==> config.mk <==
export PLATFORM = sky130hd
export DESIGN_NAME = ram_arbiter
export DESIGN_NICKNAME = d
export VERILOG_FILES = /design/src/rtl/ram_arbiter.sv
export SDC_FILE = /design/constraint.sdc
export NUM_CORES = 1
export LEC_CHECK = 0
export CORE_AREA = 2 2 167 169
export DETAILED_ROUTE_END_ITERATION = 10
export DIE_AREA = 0 0 169 171
export PLACE_DENSITY = 0.5
export SYNTH_ARGS = -nofsm -noshare
export SYNTH_HDL_FRONTEND = slang
export SYNTH_SLANG_ARGS = --single-unit
==> constraint.sdc <==
create_clock -name CLK -period 5.66 [get_ports CLK]
set_input_delay 0.849 -clock CLK [delete_from_list [all_inputs] [get_ports CLK]]
set_output_delay 0.849 -clock CLK [all_outputs]
set_load 0.1 [all_outputs]
==> src/rtl/ram_arbiter.sv <==
// ram_arbiter: shares one RAM port between CPUS cache channels.
// Each channel can raise a data read, data write or instruction read; a
// round-robin pointer picks the next channel while idle, and the granted
// transfer is held until the RAM reports ACCESS or the owner withdraws it.
module ram_arbiter #(
  parameter int CPUS   = 2,
  parameter int WORD_W = 32,
  localparam int OW    = (CPUS > 1) ? $clog2(CPUS) : 1
) (
  input  logic                     CLK,
  input  logic                     nRST,
  input  logic [CPUS-1:0]          iREN,
  input  logic [CPUS-1:0]          dREN,
  input  logic [CPUS-1:0]          dWEN,
  input  logic [CPUS*WORD_W-1:0]   iaddr,
  input  logic [CPUS*WORD_W-1:0]   daddr,
  input  logic [CPUS*WORD_W-1:0]   dstore,
  output logic [CPUS-1:0]          iwait,
  output logic [CPUS-1:0]          dwait,
  output logic [CPUS*WORD_W-1:0]   iload,
  output logic [CPUS*WORD_W-1:0]   dload,
  output logic                     ramREN,
  output logic                     ramWEN,
  output logic [WORD_W-1:0]        ramaddr,
  output logic [WORD_W-1:0]        ramstore,
  input  logic [WORD_W-1:0]        ramload,
  input  logic [1:0]               ramstate,
  output logic [OW-1:0]            owner
);

  typedef enum logic {IDLE = 1'b0, SERVE = 1'b1} state_t;
  typedef enum logic [1:0] {DREAD = 2'd0, DWRITE = 2'd1, IREAD = 2'd2} kind_t;

  localparam logic [1:0] ACCESS = 2'd2;

  state_t            state;
  state_t            nextstate;
  kind_t             kind;
  kind_t             pickkind;
  logic [OW-1:0]     rr;
  logic [OW-1:0]     pickch;
  logic              pickfound;
  logic [CPUS-1:0]   anyreq;
  logic              live;
  logic              done;
  logic [WORD_W-1:0] ownerdaddr;
  logic [WORD_W-1:0] owneriaddr;
  logic [WORD_W-1:0] ownerdstore;

  assign anyreq = dREN | dWEN | iREN;

  // Read data is broadcast; each cache qualifies it with its own wait bit.
  assign iload = {CPUS{ramload}};
  assign dload = {CPUS{ramload}};

  // Round-robin pick: scan channels rr..CPUS-1 first, then wrap to 0..rr-1.
  always_comb begin
    pickfound = 1'b0;
    pickch    = '0;
    pickkind  = IREAD;
    for (int c = 0; c < CPUS; c++) begin
      if (!pickfound && (c >= int'(rr)) && anyreq[c]) begin
        pickfound = 1'b1;
        pickch    = OW'(c);
        pickkind  = dREN[c] ? DREAD : (dWEN[c] ? DWRITE : IREAD);
      end
    end
    for (int c = 0; c < CPUS; c++) begin
      if (!pickfound && anyreq[c]) begin
        pickfound = 1'b1;
        pickch    = OW'(c);
        pickkind  = dREN[c] ? DREAD : (dWEN[c] ? DWRITE : IREAD);
      end
    end
  end

  // Select the owner's live request bit, addresses and write data.
  always_comb begin
    live        = 1'b0;
    ownerdaddr  = '0;
    owneriaddr  = '0;
    ownerdstore = '0;
    for (int c = 0; c < CPUS; c++) begin
      if (owner == OW'(c)) begin
        ownerdaddr  = daddr[c*WORD_W +: WORD_W];
        owneriaddr  = iaddr[c*WORD_W +: WORD_W];
        ownerdstore = dstore[c*WORD_W +: WORD_W];
        case (kind)
          DREAD:   live = dREN[c];
          DWRITE:  live = dWEN[c];
          default: live = iREN[c];
        endcase
      end
    end
  end

  // A transfer completes only while its request is still held.
  assign done = (state == SERVE) && live && (ramstate == ACCESS);

  // State register.
  always_ff @(posedge CLK or negedge nRST) begin
    if (!nRST) begin
      state <= IDLE;
    end else begin
      state <= nextstate;
    end
  end

  // Latch the grant on entry to SERVE and advance rr only on completion.
  always_ff @(posedge CLK or negedge nRST) begin
    if (!nRST) begin
      owner <= '0;
      kind  <= IREAD;
      rr    <= '0;
    end else begin
      if ((state == IDLE) && pickfound) begin
        owner <= pickch;
        kind  <= pickkind;
      end
      if (done) begin
        rr <= (owner == OW'(CPUS - 1)) ? '0 : owner + 1'b1;
      end
    end
  end

  // Next state: leave SERVE on completion or when the owner withdraws.
  always_comb begin
    nextstate = state;
    case (state)
      IDLE:    if (pickfound) nextstate = SERVE;
      SERVE:   if (!live || (ramstate == ACCESS)) nextstate = IDLE;
      default: nextstate = IDLE;
    endcase
  end

  // RAM port and wait bits; everything idles unless the owner still requests.
  always_comb begin
    ramREN   = 1'b0;
    ramWEN   = 1'b0;
    ramaddr  = '0;
    ramstore = '0;
    iwait    = '1;
    dwait    = '1;
    if ((state == SERVE) && live) begin
      case (kind)
        DREAD: begin
          ramREN  = 1'b1;
          ramaddr = ownerdaddr;
        end
        DWRITE: begin
          ramWEN   = 1'b1;
          ramaddr  = ownerdaddr;
          ramstore = ownerdstore;
        end
        default: begin
          ramREN  = 1'b1;
          ramaddr = owneriaddr;
        end
      endcase
      if (ramstate == ACCESS) begin
        for (int c = 0; c < CPUS; c++) begin
          if (owner == OW'(c)) begin
            if (kind == IREAD) iwait[c] = 1'b0;
            else               dwait[c] = 1'b0;
          end
        end
      end
    end
  end

endmodule

; Yosys cells after proc, flatten, opt, wreduce, memory -nomap -nowiden
; Cells that the tools add are included.
[word_totals]
wordCells = 69
ff_bits = 5
[op_classes]
add_sub_neg = 1
eq_ne = 3
n_bitwise = 3
magnitude_cmp = 1
n_reduce_logical = 14
n_mux = 43
[op_table]
columns = operator, count
row1 = 32-bit two-way mux, 7
row2 = 2-bit two-way mux, 12
row3 = 1-bit two-way mux, 21
row4 = 1-bit logical AND, 7
row5 = 1-bit case mux with 2 select lines, 3
row6 = "2-bit == test, second input constant", 2
row7 = 1-bit zero test, 4
row8 = 2-bit bitwise OR, 2
row9 = "2-bit by 1-bit == test with 1-bit output, second input constant", 1
row10 = 2-bit zero test, 1
row11 = 2-bit OR reduction, 1
row12 = "1-bit adder, second input constant", 1
row13 = "1-bit >= comparator, first input constant", 1
row14 = 1-bit logical OR, 1
row15 = 1-bit inverter, 1

; Depth between registers and ports, before layout
; Gate-level depths: netlist (run 1).
[depth]
word_depth = 15
mapped_depth = 6

; Worst setup path after synthesis (run 1)
; No wires, ideal clock.
[synth_timing]
path_kind = reg2out
startpoint = register owner
endpoint = output ramaddr[10]
n_path_buf = 2
stages_incl_launch_ff = 7
required_ns = 4.811
setup_slack_ns = 1.564
t_arrival_ns = 3.247
path_cell_list = dfrtp_1 > buf_2 > inv_1 > a211oi_4 > o21ai_4 > buf_6 > nor2b_1
[synth_between]
elab_chain_len = 3
[synth_rtl]
columns = element, line_no
row1 = start: declaration, 28  ; output logic [OW-1:0] owner
row2 = start signal: assignment, 117  ; owner <= pickch;
row3 = 32-bit two-way mux or 1-bit two-way mux (tied branches), 84  ; if (owner == OW'(c)) begin
row4 = 32-bit two-way mux or 1-bit logical AND (tied branches), "145, 144"
row5 = 32-bit two-way mux *, 144  ; if ((state == SERVE) && live) begin
row6 = end: declaration, 24  ; output logic [WORD_W-1:0] ramaddr,
; Every way passes the cells marked *; elsewhere a longest branch is shown, timed or not.

; Worst setup path after layout (run 1)
[layout_timing]
startpoint = input dREN[0]
endpoint = output iwait[0]
[layout_between]
elab_chain_len = 4
[layout_rtl]
columns = element, line_no
row1 = start: declaration, 13  ; input logic [CPUS-1:0] dREN,
row2 = 1-bit case mux with 2 select lines, 88  ; case (kind)
row3 = 1-bit two-way mux, 84
row4 = 1-bit logical AND, 144
row5 = 2-bit two-way mux, 144
row6 = end: declaration, 18  ; output logic [CPUS-1:0] iwait,
; Every way passes these cells.

==> results.md, run 1 <==
- Max-cap viol count: 0
- Placed Cells: 798
- Initial antenna violation count: 0
- RSZ-0062 raised after global routing: false
- Period minus WS final: around 4.1 ns
- DR vias/cell: 3.532
- Reg area: around 130 um^2
- RePlAce Congestion: 0.7070
- Final nets: 691
- Post-CTS Resized: 0
- Layout Skew: between 0.0004 and 0.0005 ns
- Top cells by area, synth: buf_4 35%, mux4_2 26%, a22oi_1 8.7%, nor2b_1 8.4%, nor2_1 5.2%
- Synth async-reset ratio: 100.0%
- Yosys top cell area share: 35.26%
- Core Rows: 61
- Sequential fraction of the synthesis area: 4.566%
- Die ar.: 0.02890 mm^2
- Peak VDD IR: 0.2766 mV
- Post-route setup slack: 1.568 ns
- Htree depth: 1
- Status: finished, final reports clean
- Die W: approximately 170 um
- Non-Filler Instances: 802
- Fin util: 17.51%
- Pwr/cell area: roughly 580 mW/mm^2
- Pre-CTS setup slack: 1.558 ns
- First-pass GRT wire length: roughly 16 mm
- Grt total ovfl: 0
- Yosys warnings: 0
- Worst setup EP type: primary output
- Worst Setup Path Type: input port to primary output
- GRT Overall Usage: 7.161%
- Fmax achieved: 0.2444 GHz
- Yosys top cell by area: buf_4
- Core area: between 0.02 and 0.03 mm^2
- Number of synthesized register bits: 5
- Clk slew on worst S/H paths: approximately 0.03 ns
- Crit path DAT: 3.24 ns
- Actual slew at the worst max-slew pin: roughly 1.2 ns
- IO Pins: 433
- Synth Flop Type: dfrtp_1
- Yosys cell types: 27
- CP required: about 4.8 ns
- Hold Crit Class: flop to flop
- WL per Instance: between 10 and 15 um
- Clock sink count: 5
- CTS Buf Count: 3
- Synthesized area: 0.002768 mm^2
- Number of global-route vias before repair: a little under 3000
- Synth Instances: 324
- CTS hold repair buffers: 0
- Fillcell total: around 3100
- Antenna Nets Post-Route: 0
- CP Max Fanout: 5
- Drt drc: 0
- Setup_tns: 0 ns
- Final Hold Vio Count: 0
- Layout cells sized above 1: 24.34%
- Startpoint Class: input port
- Post-CTS setup buffer count: 0
- 1st-iter DRT viols: 60
- Vias post-DR: roughly 2800
- Drt first pass iters: 4
- Largest net degree at the start of global routing: 38
- Ant diodes: 0
- Smallest hold slack: 0.6121 ns
- Part of the cycle the worst path needs: 72.29%
- CTS tree: built
- Final setup fails: 0
- Post-DP HPWL: 9.747 mm
- Initial Util: 10.13%
- Clock Path Buffers: 2
- Clk Latency, worst-skew pair: between 0.2 and 0.25 ns
- # port buffers: about 270
- Syn_area_per_cell: 8.542 um^2
- Drt total wl: 11.46 mm
- Post-Syn Nets: 558
- Die H: 171 um
- Root Driver: clkbuf_16
- P_leak: 1.723 nW
- Synthesis-to-layout area growth: 72.88%
- EDFF count, synth: 0
- Multi-input combinational cell area: 0.001546 mm^2
- Slew Limit Headroom: around a fifth
- Slew Viols, Final: 0
-- worst max-delay path, cell delays in order --
cell             delay [ns]
clkdlybuf4s50_1        0.55
mux2i_1                0.15
a211oi_4               0.35
and3_1                 0.29
nand2_1                0.07
clkdlybuf4s50_1        0.97
-- state kept, by name, summed over array words and instances, names as in the netlist --
name	flops
rr	1
kind	2
state	1
owner	1
-- where the power goes --
group          internal, W  switching [W]  leakage [nW]
logic             0.000716        0.00185          1.63
clock network    0.0000933      0.0000234        0.0382
registers        0.0000563      0.0000457        0.0556
total             0.000865        0.00192          1.72
-- placed cells by master, fill, tap and decap left out, types with 3 or more instances in the layout --
master	Yosys	layout
clkdlybuf4s50_1	0	206
buf_4	130	70
nor2_1	38	38
nor2b_1	37	37
mux4_2	32	32
a22oi_1	32	32
nand2_1	5	5
o21ai_0	4	4
inv_1	3	3
nor3_1	3	3
clkbuf_16	0	3
dfrtp_1	4	3
-- cell families after synthesis --
logic type	Yosys count	share of synthesized area (%)
multiplexers	34	26.76
buffers and inverters	151	39.56
AND/OR/NAND/NOR	89	16.23
AO/OA/AOI/OAI	45	12.88
flip-flops	5	4.566
-- per-layer routing --
layer  track usage [%]  share of wire (%)  up-vias
li1                  -                  -     1274
met1             7.446                 37     1278
met2             13.17                 47      242
met3             2.498                 12       39
met4             2.899                3.4        0
met5                 0                  0        -
-- worst paths after layout --
kind	startpoint	end	slack [ns]	cells past startpoint
min reg2reg	rr$_DFFE_PN0P_	rr$_DFFE_PN0P_	0.61	2
max reg2reg	kind[1]$_DFFE_PN1P_	state$_DFF_PN0_	3.32	5
max in group asynchronous	nRST	kind[1]$_DFFE_PN1P_	4.55	1
min in group asynchronous	nRST	kind[0]$_DFFE_PN0P_	0.85	1
min	rr$_DFFE_PN0P_	rr$_DFFE_PN0P_	0.61	2
max	dREN[0]	iwait[0]	1.57	6
-- synthesized netlist by cell type, drive strengths merged, types with 2 or more instances --
master,number
and3,2
o21ai,5
mux4,32
a21oi,2
mux2i,2
inv,3
nor2b,37
nand2,5
a22oi,32
clkbuf,6
a211oi,2
nor2,38
nor3,3
buf,142
dfrtp,4
-- area by class of cell --
cell class	instances	share of cell area (%)
Inverter	3	0.2354
Multi-Input combinational cell	168	32.32
Sequential cell	5	2.667
Timing Repair Buffer	276	54.08
Tap cell	346	9.048
Clock buffer	4	1.647
-- per-stage QoR --
| step | area (um^2) | power, W |
|---|---|---|
| 6_report | 4785 | 0.002785 |
| 5_1_grt | 4785 | 0.002921 |
| 4_1_cts | 4785 | 0.002816 |
| 3_5_place_dp | 4706 | 0.002692 |
| 3_3_place_gp | 4706 | 0.002700 |
| 2_1_floorplan | 2768 | 0.002577 |
Note: power is estimated with default switching activity, not from simulation.
==> run 2: changes to the inputs <==
--- a/config.mk
+++ b/config.mk
@@ -8,7 +8,7 @@
 export CORE_AREA = 2 2 167 169
 export DETAILED_ROUTE_END_ITERATION = 10
 export DIE_AREA = 0 0 169 171
-export PLACE_DENSITY = 0.5
+export PLACE_DENSITY = 0.51
 export SYNTH_ARGS = -nofsm -noshare
 export SYNTH_HDL_FRONTEND = slang
 export SYNTH_SLANG_ARGS = --single-unit
==> constraint.sdc (replaced) <==
create_clock -name CLK -period 3.69 [get_ports CLK]
set_input_delay 0.5535 -clock CLK [delete_from_list [all_inputs] [get_ports CLK]]
set_output_delay 0.5535 -clock CLK [all_outputs]
set_load 0.1 [all_outputs]
==> results.md, run 2 (synthesis gave the netlist of run 1 again) <==
- Root Driver: clkbuf_16
- Core Rows: 61
- Non-Filler Instances: approximately 800
- Clk slew on worst S/H paths: 0.03 ns
- Clk network pwr share: 3.4%
- First-pass GRT wire length: around 17 mm
- Drt first pass iters: 4
- GRT Overall Usage: under 10%
- Worst Reg-to-Reg Cells: 4
- Fmax achieved: just over 0.3 GHz
- Pwr/cell area: 904.1 mW/mm^2
- Clock Path Buffers: 2
- Core area: approximately 0.027 mm^2
- Worst flop-to-flop path startpoint: kind[1]$_DFFE_PN1P_
- Combinational cell fraction of total power: 93.9%
- Status: finished, final reports clean
- Layout cells sized above 1: roughly 32%
- Drt drc: 0
- Layout Skew: 0.001658 ns
- Largest reg by FF count: kind
- RSZ-0062 raised after global routing: false
- Crit path DAT: 2.65 ns
- CP required: about 3.1 ns
- CP Max Fanout: 34
- WL per Instance: between 10 and 15 um
- Clock sink count: 5
- Initial Util: 10.13%
- Startpoint Class: input port
- Vias post-DR: 2832
- P_leak: just under 2 nW
- Post-DP HPWL: 10.07 mm
- Part of the power in registers: 2.7%
- Slew Limit Headroom: 34.94%
- CTS tree: built
- Largest net degree at the start of global routing: 36
- Sw power: 0.003175 W
- Worst setup EP type: primary output
- Number of global-route vias before repair: 2845
- Post-CTS setup buffer count: 0
- Cell family with most CP delay: compound AO/OA/AOI/OAI gates
- R2r setup slk: 1.78 ns
- # port buffers: 272
- Critical path, cell by cell: clkdlybuf4s50_1 -> mux2i_1 -> a211oi_4 -> o21ai_4 -> nor2b_1 -> buf_12
- Part of the cycle the worst path needs: 86.88%
- Worst Setup Path Type: input port to primary output
- Grt total ovfl: 0
- RePlAce Congestion: just over 0.7
- Fillcell total: 2980
- Period minus WS final: roughly 3.2 ns
- Worst path slowest cell: o21ai_4
- Die H: 171 um
- Max-cap viol count: 0
- Final nets: 692
- Die ar.: around 0.029 mm^2
- Design internal power: 0.002008 W
- Ant diodes: 0
- Peak VDD IR: 0.3206 mV
- DR vias/cell: between 3 and 4
- Synthesis-to-layout area growth: 107.1%
- Hold Crit Class: input port to asynchronous set/reset pin
- Die W: 169 um
- Initial antenna violation count: 0
- CP Buf/Inv Count: 2
- Slew Viols, Final: 0
- Htree depth: 1
- CTS Buf Count: 3
- 1st-iter DRT viols: approximately 130
- Most common cell after layout, fill and taps aside: clkdlybuf4s50_1
- Net switching share of the total power: 61.25%
- Actual slew at the worst max-slew pin: 0.9722 ns
- Placed Cells: about 800
- Antenna Nets Post-Route: 0
- Clk Latency, worst-skew pair: approximately 0.23 ns
- CTS hold repair buffers: 0
- CP peak stage delay: 0.78 ns
- Crit path depth: 6
- Worst R2R End: state$_DFF_PN0_
- Fin util: a little over a fifth
- Leading cell types in the layout, fill and taps excluded: 201 x clkdlybuf4s50_1, 70 x buf_12, 37 x nor2b_1
- Max FFs per register: 2
- IO Pins: 433
- Drt total wl: 12.02 mm
- Post-CTS Resized: 0
- Final Hold Vio Count: 0
- Final setup fails: 0
==> run 2: metrics by stage <==
stage	setup TNS, ns	area (um^2)	hold WS (ns)	setup slack, ns	total power [W]
floorplan	-3.173	2843	0.2579	-0.1102	0.004031
global placement	0	5654	0.5871	0.4507	0.005058
detailed placement	0	5654	0.5868	0.4274	0.005067
CTS	0	5733	0.5589	0.4280	0.005252
global route	0	5733	0.5728	0.2363	0.005401
finish	0	5733	0.5547	0.4840	0.005183
==> run 2: layout make-up <==
class	instances	area, um^2	area share [%]
Timing Repair Buffer	277	3458	60.32
Multi-Input combinational cell	168	1624	28.33
Tap cell	346	432.9	7.551
Sequential cell	5	127.6	2.226
Clock buffer	4	78.83	1.375
Inverter	3	11.26	0.1964
==> run 2: per-layer routing <==
metal | track usage (%) | part of all wire (%) | vias to the layer above
met3 | 2.614 | 12 | 37
met4 | 2.490 | 2.6 | 0
met1 | 8.604 | 38 | 1289
li1 | - | - | 1275
met2 | 12.97 | 48 | 231
met5 | 0 | 0 | -
==> run 2: how the worst max path moves through the flow <==
stage                                  from     endpoint  slack (ns)
after global routing                dWEN[0]  ramaddr[10]        0.24
after floorplan           owner$_DFFE_PN0P_  ramaddr[10]       -0.11
after global placement              dWEN[0]  ramaddr[25]        0.45
after detailed placement            dWEN[0]  ramaddr[17]        0.43
after CTS                           dWEN[0]  ramaddr[17]        0.43
final                               dWEN[0]  ramaddr[18]        0.48
==> run 2: power groups by stage <==
stage          sequential, W  combinational (W)  clock (W)
3_5_place_dp        0.000139            0.00493          0
2_1_floorplan       0.000153            0.00388          0
5_1_grt             0.000147            0.00507   0.000183
4_1_cts             0.000138            0.00493   0.000180
3_3_place_gp        0.000139            0.00492          0
6_report            0.000139            0.00487   0.000178
==> run 2: worst register-to-register path, cell delays in order, from the launching register on <==
cell      delay (ns)
dfstp_2         0.57
nor2b_1         0.23
a211oi_4        0.08
o21ai_4         0.78
o21bai_1        0.10
